--- config.mk ---
export PLATFORM = sky130hd
export DESIGN_NAME = imm_gen_pipe
export DESIGN_NICKNAME = d
export VERILOG_FILES = /design/src/rtl/imm_gen_pipe_pkg.sv /design/src/rtl/imm_gen_pipe_extract.sv /design/src/rtl/imm_gen_pipe.sv
export SDC_FILE = /design/constraint.sdc
export NUM_CORES = 1
export LEC_CHECK = 0
export ABC_AREA = 1
export BUFFER_PORTS_ARGS = -buffer_cell sky130_fd_sc_hd__buf_2
export CORE_MARGIN = 10
export CORE_UTILIZATION = 55
export CTS_BUF_LIST = sky130_fd_sc_hd__clkbuf_4 sky130_fd_sc_hd__clkbuf_8 sky130_fd_sc_hd__clkbuf_16
export DETAILED_ROUTE_END_ITERATION = 12
export GPL_TIMING_DRIVEN = 0
export MAX_ROUTING_LAYER = met4
export PLACE_DENSITY = 0.78
export SYNTH_ARGS = -nofsm -noshare
export SYNTH_HDL_FRONTEND = slang
export SYNTH_SLANG_ARGS = --single-unit
--- constraint.sdc ---
create_clock -name clk -period 15.4 [get_ports clk]
set_clock_uncertainty 0.2 [all_clocks]
set_input_delay 3.08 -clock clk [delete_from_list [all_inputs] [get_ports clk]]
set_output_delay 3.08 -clock clk [all_outputs]
set_load 0.02 [all_outputs]
--- src/rtl/imm_gen_pipe_pkg.sv ---
// Shared VCPU32 immediate-generation definitions: format codes and field widths.
package imm_gen_pipe_pkg;

    typedef enum logic [2:0] {
        FMT_ZERO    = 3'd0,
        FMT_S14     = 3'd1,
        FMT_S18     = 3'd2,
        FMT_U12     = 3'd3,
        FMT_L       = 3'd4,
        FMT_PREFIX  = 3'd5,
        FMT_COMBINE = 3'd6,
        FMT_RSVD    = 3'd7
    } imm_fmt_e;

    localparam int W_U12 = 12;
    localparam int W_S14 = 14;
    localparam int W_S18 = 18;

endpackage

--- src/rtl/imm_gen_pipe_extract.sv ---
// Combinational immediate extraction for one instruction word.
module imm_extract
    import imm_gen_pipe_pkg::*;
#(
    parameter int WORD_LENGTH = 32,
    parameter int PFX_W       = 22
) (
    input  logic [WORD_LENGTH-1:0] instr,
    input  logic [2:0]             fmt,
    input  logic [WORD_LENGTH-1:0] prefix,
    input  logic                   pending,
    output logic [WORD_LENGTH-1:0] value,
    output logic                   err
);
    localparam int LO_W = WORD_LENGTH - PFX_W;

    logic [W_S14-1:0]       s14;
    logic [W_S18-1:0]       s18;
    logic [WORD_LENGTH-1:0] l_val;
    logic [WORD_LENGTH-1:0] lo_val;

    // Low-sign rule: the field's rightmost bit is the sign, rotated to the top.
    assign s14    = {instr[0], instr[W_S14-1:1]};
    assign s18    = {instr[0], instr[W_S18-1:1]};
    assign l_val  = {instr[PFX_W-1:0], {LO_W{1'b0}}};
    assign lo_val = {{PFX_W{1'b0}}, instr[LO_W-1:0]};

    always_comb begin
        value = '0;
        err   = 1'b0;
        case (imm_fmt_e'(fmt))
            FMT_S14:     value = {{(WORD_LENGTH-W_S14){s14[W_S14-1]}}, s14};
            FMT_S18:     value = {{(WORD_LENGTH-W_S18){s18[W_S18-1]}}, s18};
            FMT_U12:     value = {{(WORD_LENGTH-W_U12){1'b0}}, instr[W_U12-1:0]};
            FMT_L,
            FMT_PREFIX:  value = l_val;
            FMT_COMBINE: begin
                value = (pending ? prefix : '0) | lo_val;
                err   = !pending;
            end
            FMT_RSVD:    err = 1'b1;
            default:     value = '0;
        endcase
    end

endmodule

--- src/rtl/imm_gen_pipe.sv ---
// Immediate generator pipeline: extraction at acceptance, STAGES register stages, valid/ready flow.
module imm_gen_pipe
    import imm_gen_pipe_pkg::*;
#(
    parameter int WORD_LENGTH = 32,
    parameter int STAGES      = 2,
    parameter int TAG_W       = 4,
    parameter int PFX_W       = 22
) (
    input  logic                   clk,
    input  logic                   rst,
    input  logic                   flush,
    input  logic                   in_valid,
    output logic                   in_ready,
    input  logic [WORD_LENGTH-1:0] instr,
    input  logic [2:0]             fmt,
    input  logic [TAG_W-1:0]       in_tag,
    output logic                   out_valid,
    input  logic                   out_ready,
    output logic [WORD_LENGTH-1:0] y,
    output logic [TAG_W-1:0]       out_tag,
    output logic                   err
);
    logic                   en;
    logic                   accept;
    logic [STAGES-1:0]      vld_q;
    logic [STAGES-1:0]      err_q;
    logic [WORD_LENGTH-1:0] val_q [STAGES];
    logic [TAG_W-1:0]       tag_q [STAGES];
    logic [WORD_LENGTH-1:0] pfx_q, pfx_d;
    logic                   pend_q, pend_d;
    logic [WORD_LENGTH-1:0] ext_val;
    logic                   ext_err;

    assign out_valid = vld_q[STAGES-1];
    assign y         = val_q[STAGES-1];
    assign out_tag   = tag_q[STAGES-1];
    assign err       = err_q[STAGES-1];
    assign en        = !out_valid || out_ready;
    assign in_ready  = en && !flush && !rst;
    assign accept    = in_valid && in_ready;

    imm_extract #(
        .WORD_LENGTH(WORD_LENGTH),
        .PFX_W      (PFX_W)
    ) u_extract (
        .instr  (instr),
        .fmt    (fmt),
        .prefix (pfx_q),
        .pending(pend_q),
        .value  (ext_val),
        .err    (ext_err)
    );

    // Prefix state is touched only at acceptance, so program order is preserved
    // even for a PREFIX immediately followed by COMBINE.
    always_comb begin
        pfx_d  = pfx_q;
        pend_d = pend_q;
        if (flush) begin
            pfx_d  = '0;
            pend_d = 1'b0;
        end else if (accept) begin
            if (fmt == FMT_PREFIX) begin
                pfx_d  = ext_val;
                pend_d = 1'b1;
            end else if (fmt == FMT_COMBINE) begin
                pend_d = 1'b0;
            end
        end
    end

    always_ff @(posedge clk) begin
        if (rst) begin
            vld_q  <= '0;
            err_q  <= '0;
            pfx_q  <= '0;
            pend_q <= 1'b0;
            for (int i = 0; i < STAGES; i++) begin
                val_q[i] <= '0;
                tag_q[i] <= '0;
            end
        end else begin
            pfx_q  <= pfx_d;
            pend_q <= pend_d;
            if (flush) begin
                vld_q <= '0;
            end else if (en) begin
                vld_q[0] <= accept;
                val_q[0] <= ext_val;
                tag_q[0] <= in_tag;
                err_q[0] <= ext_err;
                for (int i = 1; i < STAGES; i++) begin
                    vld_q[i] <= vld_q[i-1];
                    val_q[i] <= val_q[i-1];
                    tag_q[i] <= tag_q[i-1];
                    err_q[i] <= err_q[i-1];
                end
            end
        end
    end

endmodule

## After elaboration in Yosys (flattened, before gate mapping)

Memory sizes are Yosys's and may differ from the RTL's.
Cells that the tools add are included.
W data, S select, Z words.

| word-level totals | value |
|---|---|
| flip-flop bits (word level) | 37 |
| bits in writable memories | 72 |
| input port bits | 44 |
| output and inout port bits | 39 |
| word-level logic and storage cells | 48 |
| memories kept | 2 |

Memory list:

| name | depth | width | read ports | clocked after memory_dff | write ports | line | source |
|---|---|---|---|---|---|---|---|
| val_q | 2 | 32 | 2 | 0 | 2 | imm_gen_pipe.sv:28 | `logic [WORD_LENGTH-1:0] val_q [STAGES];` |
| tag_q | 2 | 4 | 2 | 0 | 2 | imm_gen_pipe.sv:29 | `logic [TAG_W-1:0] tag_q [STAGES];` |

| operators by class | value |
|---|---|
| eq/ne operators | 7 |
| muxes and demuxes | 15 |
| bitwise operators | 6 |
| reduce and logical (&&, ||, !) cells | 14 |

Operator list:

| cell | count |
|---|---|
| $pmux W32 S5 | 1 |
| $mux W32 | 3 |
| $or A32 B10 Y32 | 1 |
| $eq A3 B3 Y1 const B | 4 |
| $mux W1 | 8 |
| $mux W4 | 2 |
| $eq A3 B2 Y1 const B | 2 |
| $reduce_and A2 Y1 | 3 |
| $logic_not A1 Y1 | 4 |
| $or A1 B1 Y1 | 4 |
| $reduce_or A2 Y1 | 2 |
| $eq A3 B1 Y1 const B | 1 |
| $logic_and A1 B1 Y1 | 3 |
| $pmux W1 S2 | 1 |
| $reduce_bool A2 Y1 | 1 |
| $logic_or A1 B1 Y1 | 1 |
| $not A1 Y1 | 1 |

## Depth between registers and ports, before layout

| logic depth | value |
|---|---|
| depth in word-level cells | 7 |
| depth in mapped cells | 9 |
| gate-level depth less buffers | 8 |

## Modules after synthesis

Synthesis repeated with hierarchy kept, for this count alone.

| second synthesis, totals | value |
|---|---|
| cells, all modules | 629 |
| area total of the unflattened synthesis | 5,283.8 um^2 |

By module, submodules not included:

| module | instances | cells an instance | area each (um^2) | seq. area each (um^2) |
|---|---|---|---|---|
| imm_gen_pipe | 1 | 461 | 4,438.0 | 2,902.8 |
| imm_extract | 1 | 168 | 845.8 | 0.0 |

## Worst setup path after synthesis

No wires, ideal clock.

| path | value |
|---|---|
| kind | input-to-reg |
| from | input out_ready |
| to | memory tag_q[0][0], enable pin |
| library setup time | 0.521 ns |
| data arrival time | 6.686 ns |
| required time | 14.679 ns |
| path slack | 7.994 ns |
| stages on the path | 4 |
| buffers on the path | 0 |
| cell sequence | inv_1 > nand2_1 > inv_1 > o21bai_1 |

RTL lines:

| item | line | source |
|---|---|---|
| start, declared | imm_gen_pipe.sv:19 | `input logic out_ready,` |
| end, declared | imm_gen_pipe.sv:29 |  |

## Worst setup path in the final report

| path | value |
|---|---|
| from | input flush |
| to | output in_ready |

| between the ends | value |
|---|---|
| longest elaborated chain between the ends | 3 |

RTL lines:

| item | line | source |
|---|---|---|
| start, declared | imm_gen_pipe.sv:12 | `input logic flush,` |
| $logic_not A1 Y1 | imm_gen_pipe.sv:40 | `assign in_ready = en && !flush && !rst;` |
| $logic_and A1 B1 Y1 (2 in series) | imm_gen_pipe.sv:40 |  |
| end, declared | imm_gen_pipe.sv:14 | `output logic in_ready,` |

No other way between the ends.

==> results.tsv <==
stage	metric	value	unit
die	placement row count	35	
die	Initial Util	0.557	
cts	total CTS buffers	9	
power	Max VDD drop	0.0464	mV
logic_synthesis	Yosys top cell area share	0.424	
drt	WL/cell	13.9	µm
cts	postcts setup bufs	0	
cts	post-CTS resize count	0	
status	status	finished, final reports clean	
logic_synthesis	Synth area leader	edfxtp_1	
drt	Starting DRT DRC Count	268	
setup_path	kind of critical path	primary input to output pin	
setup_path	data arrival time of the critical path	4.41	ns
timing	fin crit period	7.69	ns
logic_synthesis	synth cell count leaders	115 x nor2_1, 102 x nand2_1, 74 x inv_1	
cts	CTS tree	done	
timing	Rel. slew slack	0.658	
grt	number of global-route vias before repair	3589	
timing	Max Slew Vio Count	0	
logic_synthesis	Synth warnings	0	
place	hpwl dp	7730	µm
cts	Clock Tree Buf Depth	2	
die	Die Ht	116	µm
setup_path	Critical Path End Type	output pin	
cells_and_area	Final nets	694	
logic_synthesis	largest cells by area after synthesis	edfxtp_1 42%, dfxtp_1 15%, nor2_1 8.5%	
logic_synthesis	Post-Syn Area	5100	µm²
cells_and_area	fraction of layout cells with a size suffix above 1	0.244	
logic_synthesis	Synth Flop Type	edfxtp_1	
cells_and_area	final instance area	5820	µm²
logic_synthesis	FF+latch count, synth	109	
timing	post-route clock period utilization	0.499	
min_path	Worst Hold Class	register to register	
logic_synthesis	post-synthesis cell count	567	
setup_path	data required time of the worst path	12.12	ns
place	placed inst area	5640	µm²
grt	initial antenna violation count	0	
cts	CTS H-tree lvls	3	
cells_and_area	# diodes	0	
timing	Max Clock Freq	130	MHz
cts	Clock Latency Late Sink	0.36	ns
grt	GRT Util Overall	0.163	
place	pre-CTS setup slack	7.73	ns
cts	clock transition at the registers of the reported paths	0.10	ns
logic_synthesis	Post-synth EDFFs	72	
drt	drt pass-1 iters	5	
timing	total negative setup slack	0	ns
power	Power Total	0.000554	W
cts	Clock Tree Root	clkbuf_8	
logic_synthesis	Synth Net Count	611	
grt	largest net degree at the start of global routing	39	
drt	Post-Route WL	10600	µm
logic_synthesis	Netlist cell types	27	
die	Die W	116	µm
logic_synthesis	syn avg cell area	8.99	µm²
logic_synthesis	asr flop ratio synth	0	
power	PD cells	95.1	nW/µm²
timing	Setup WS post-layout	7.71	ns
cells_and_area	Core Util, Final	0.636	
timing	worst slew pin tran	0.513	ns
place	IO Port Bufs	70	
grt	first-pass GRT wire length	17000	µm
cts	cts hold-fix bufs	0	
drt	drt drc	0	
drt	Post-DRT Antenna Nets	0	
timing	RSZ-0062 raised after global routing	no	
logic_synthesis	most common cell in the netlist	nor2_1	
logic_synthesis	register area share after synthesis	0.569	
cells_and_area	Syn-to-layout area delta	14.1	%
setup_path	element type at the critical path start	primary input	
die	Core Box Area	9150	µm²
setup_path	CP Max Fanout	10	
timing	# setup viols final	0	
die	I/O Pins	83	
die	die area	13500	µm²
drt	via count	3779	
timing	Hold Fails Final Rpt	0	
cts	Sink Count	109	
flow_run	max cap viols	0	
place	GPL Wtd Cong	0.922	
grt	grt total ovfl	0	
power	Static Leakage	2.73	nW
drt	Vias/cell	4.93	
[layout by cell type, fill, tap and decap left out, types with 4 or more instances in the layout]
| cell type | count |
|---|---|
| a21oi_1 | 20 |
| a31oi_1 | 4 |
| buf_2 | 76 |
| buf_4 | 38 |
| buf_6 | 10 |
| clkbuf_1 | 7 |
| clkbuf_8 | 9 |
| dfxtp_1 | 37 |
| edfxtp_1 | 72 |
| inv_1 | 74 |
| inv_2 | 4 |
| nand2_1 | 102 |
| nand3_1 | 19 |
| nand3_2 | 7 |
| nor2_1 | 115 |
| o21a_1 | 7 |
| o21ai_0 | 29 |
[layer usage]
layer / global-route usage / vias up / wire, µm
met5: - / - / 0
met4: 0.0534 / 0 / 182
met3: 0.0308 / 15 / 800
met2: 0.261 / 138 / 4990
met1: 0.205 / 1698 / 4640
li1: - / 1928 / -
[final timing paths]
path	cells past startpoint	slack, ns	to	from
worst max-delay path	6	7.71	in_ready	flush
worst min register to register	2	0.25	pfx_q[0]	pfx_q[0]
worst min-delay path	2	0.25	pfx_q[0]	pfx_q[0]
worst max register to register	5	13.53	tag_q[0][3]	vld_q[1]
[registers in the layout, indices dropped and copies added (netlist names)]
signal,cells
pend_q,1
vld_q,2
err_q,2
tag_q,8
val_q,64
pfx_q,32
[power breakdown]
| part | leakage, nW | switching [W] | internal, W |
|---|---|---|---|
| Sequential | 1.10 | 0.00000334 | 0.000325 |
| Clock | 0.0819 | 0.0000971 | 0.0000619 |
| Combinational | 1.55 | 0.0000407 | 0.0000254 |
| Total | 2.73 | 0.000141 | 0.000412 |
[stage by stage]
stage,instances,hold WS (ns)
2_1_floorplan,567,0.217
3_3_place_gp,748,0.229
3_5_place_dp,750,0.231
4_1_cts,766,0.249
5_1_grt,766,0.264
6_report,766,0.249
[layout make-up]
cell class | count | area [µm²]
multi-input combinational | 319 | 1460
clock buffer | 10 | 131
clock inverter | 6 | 46.3
inverter | 78 | 293
buffer | 61 | 454
fill | 786 | 3330
sequential | 109 | 2900
timing repair buffer | 72 | 390
tap | 111 | 139
[cells by family (layout without fill, tap and decap cells)]
| group | count (synthesis) | in the layout | synth area share |
|---|---|---|---|
| AO/OA/AOI/OAI | 65 | 65 | 0.0702 |
| flip-flops | 109 | 109 | 0.569 |
| AND/OR/NAND/NOR | 254 | 254 | 0.214 |
| buffers and inverters | 139 | 227 | 0.146 |
[critical path, stage by stage]
cell     delay [ns]
buf_2          0.13
nor2_2         0.20
nand2_1        0.27
inv_1          0.25
buf_2          0.27
buf_2          0.21
No activity file was read; power rests on OpenSTA's default activity.
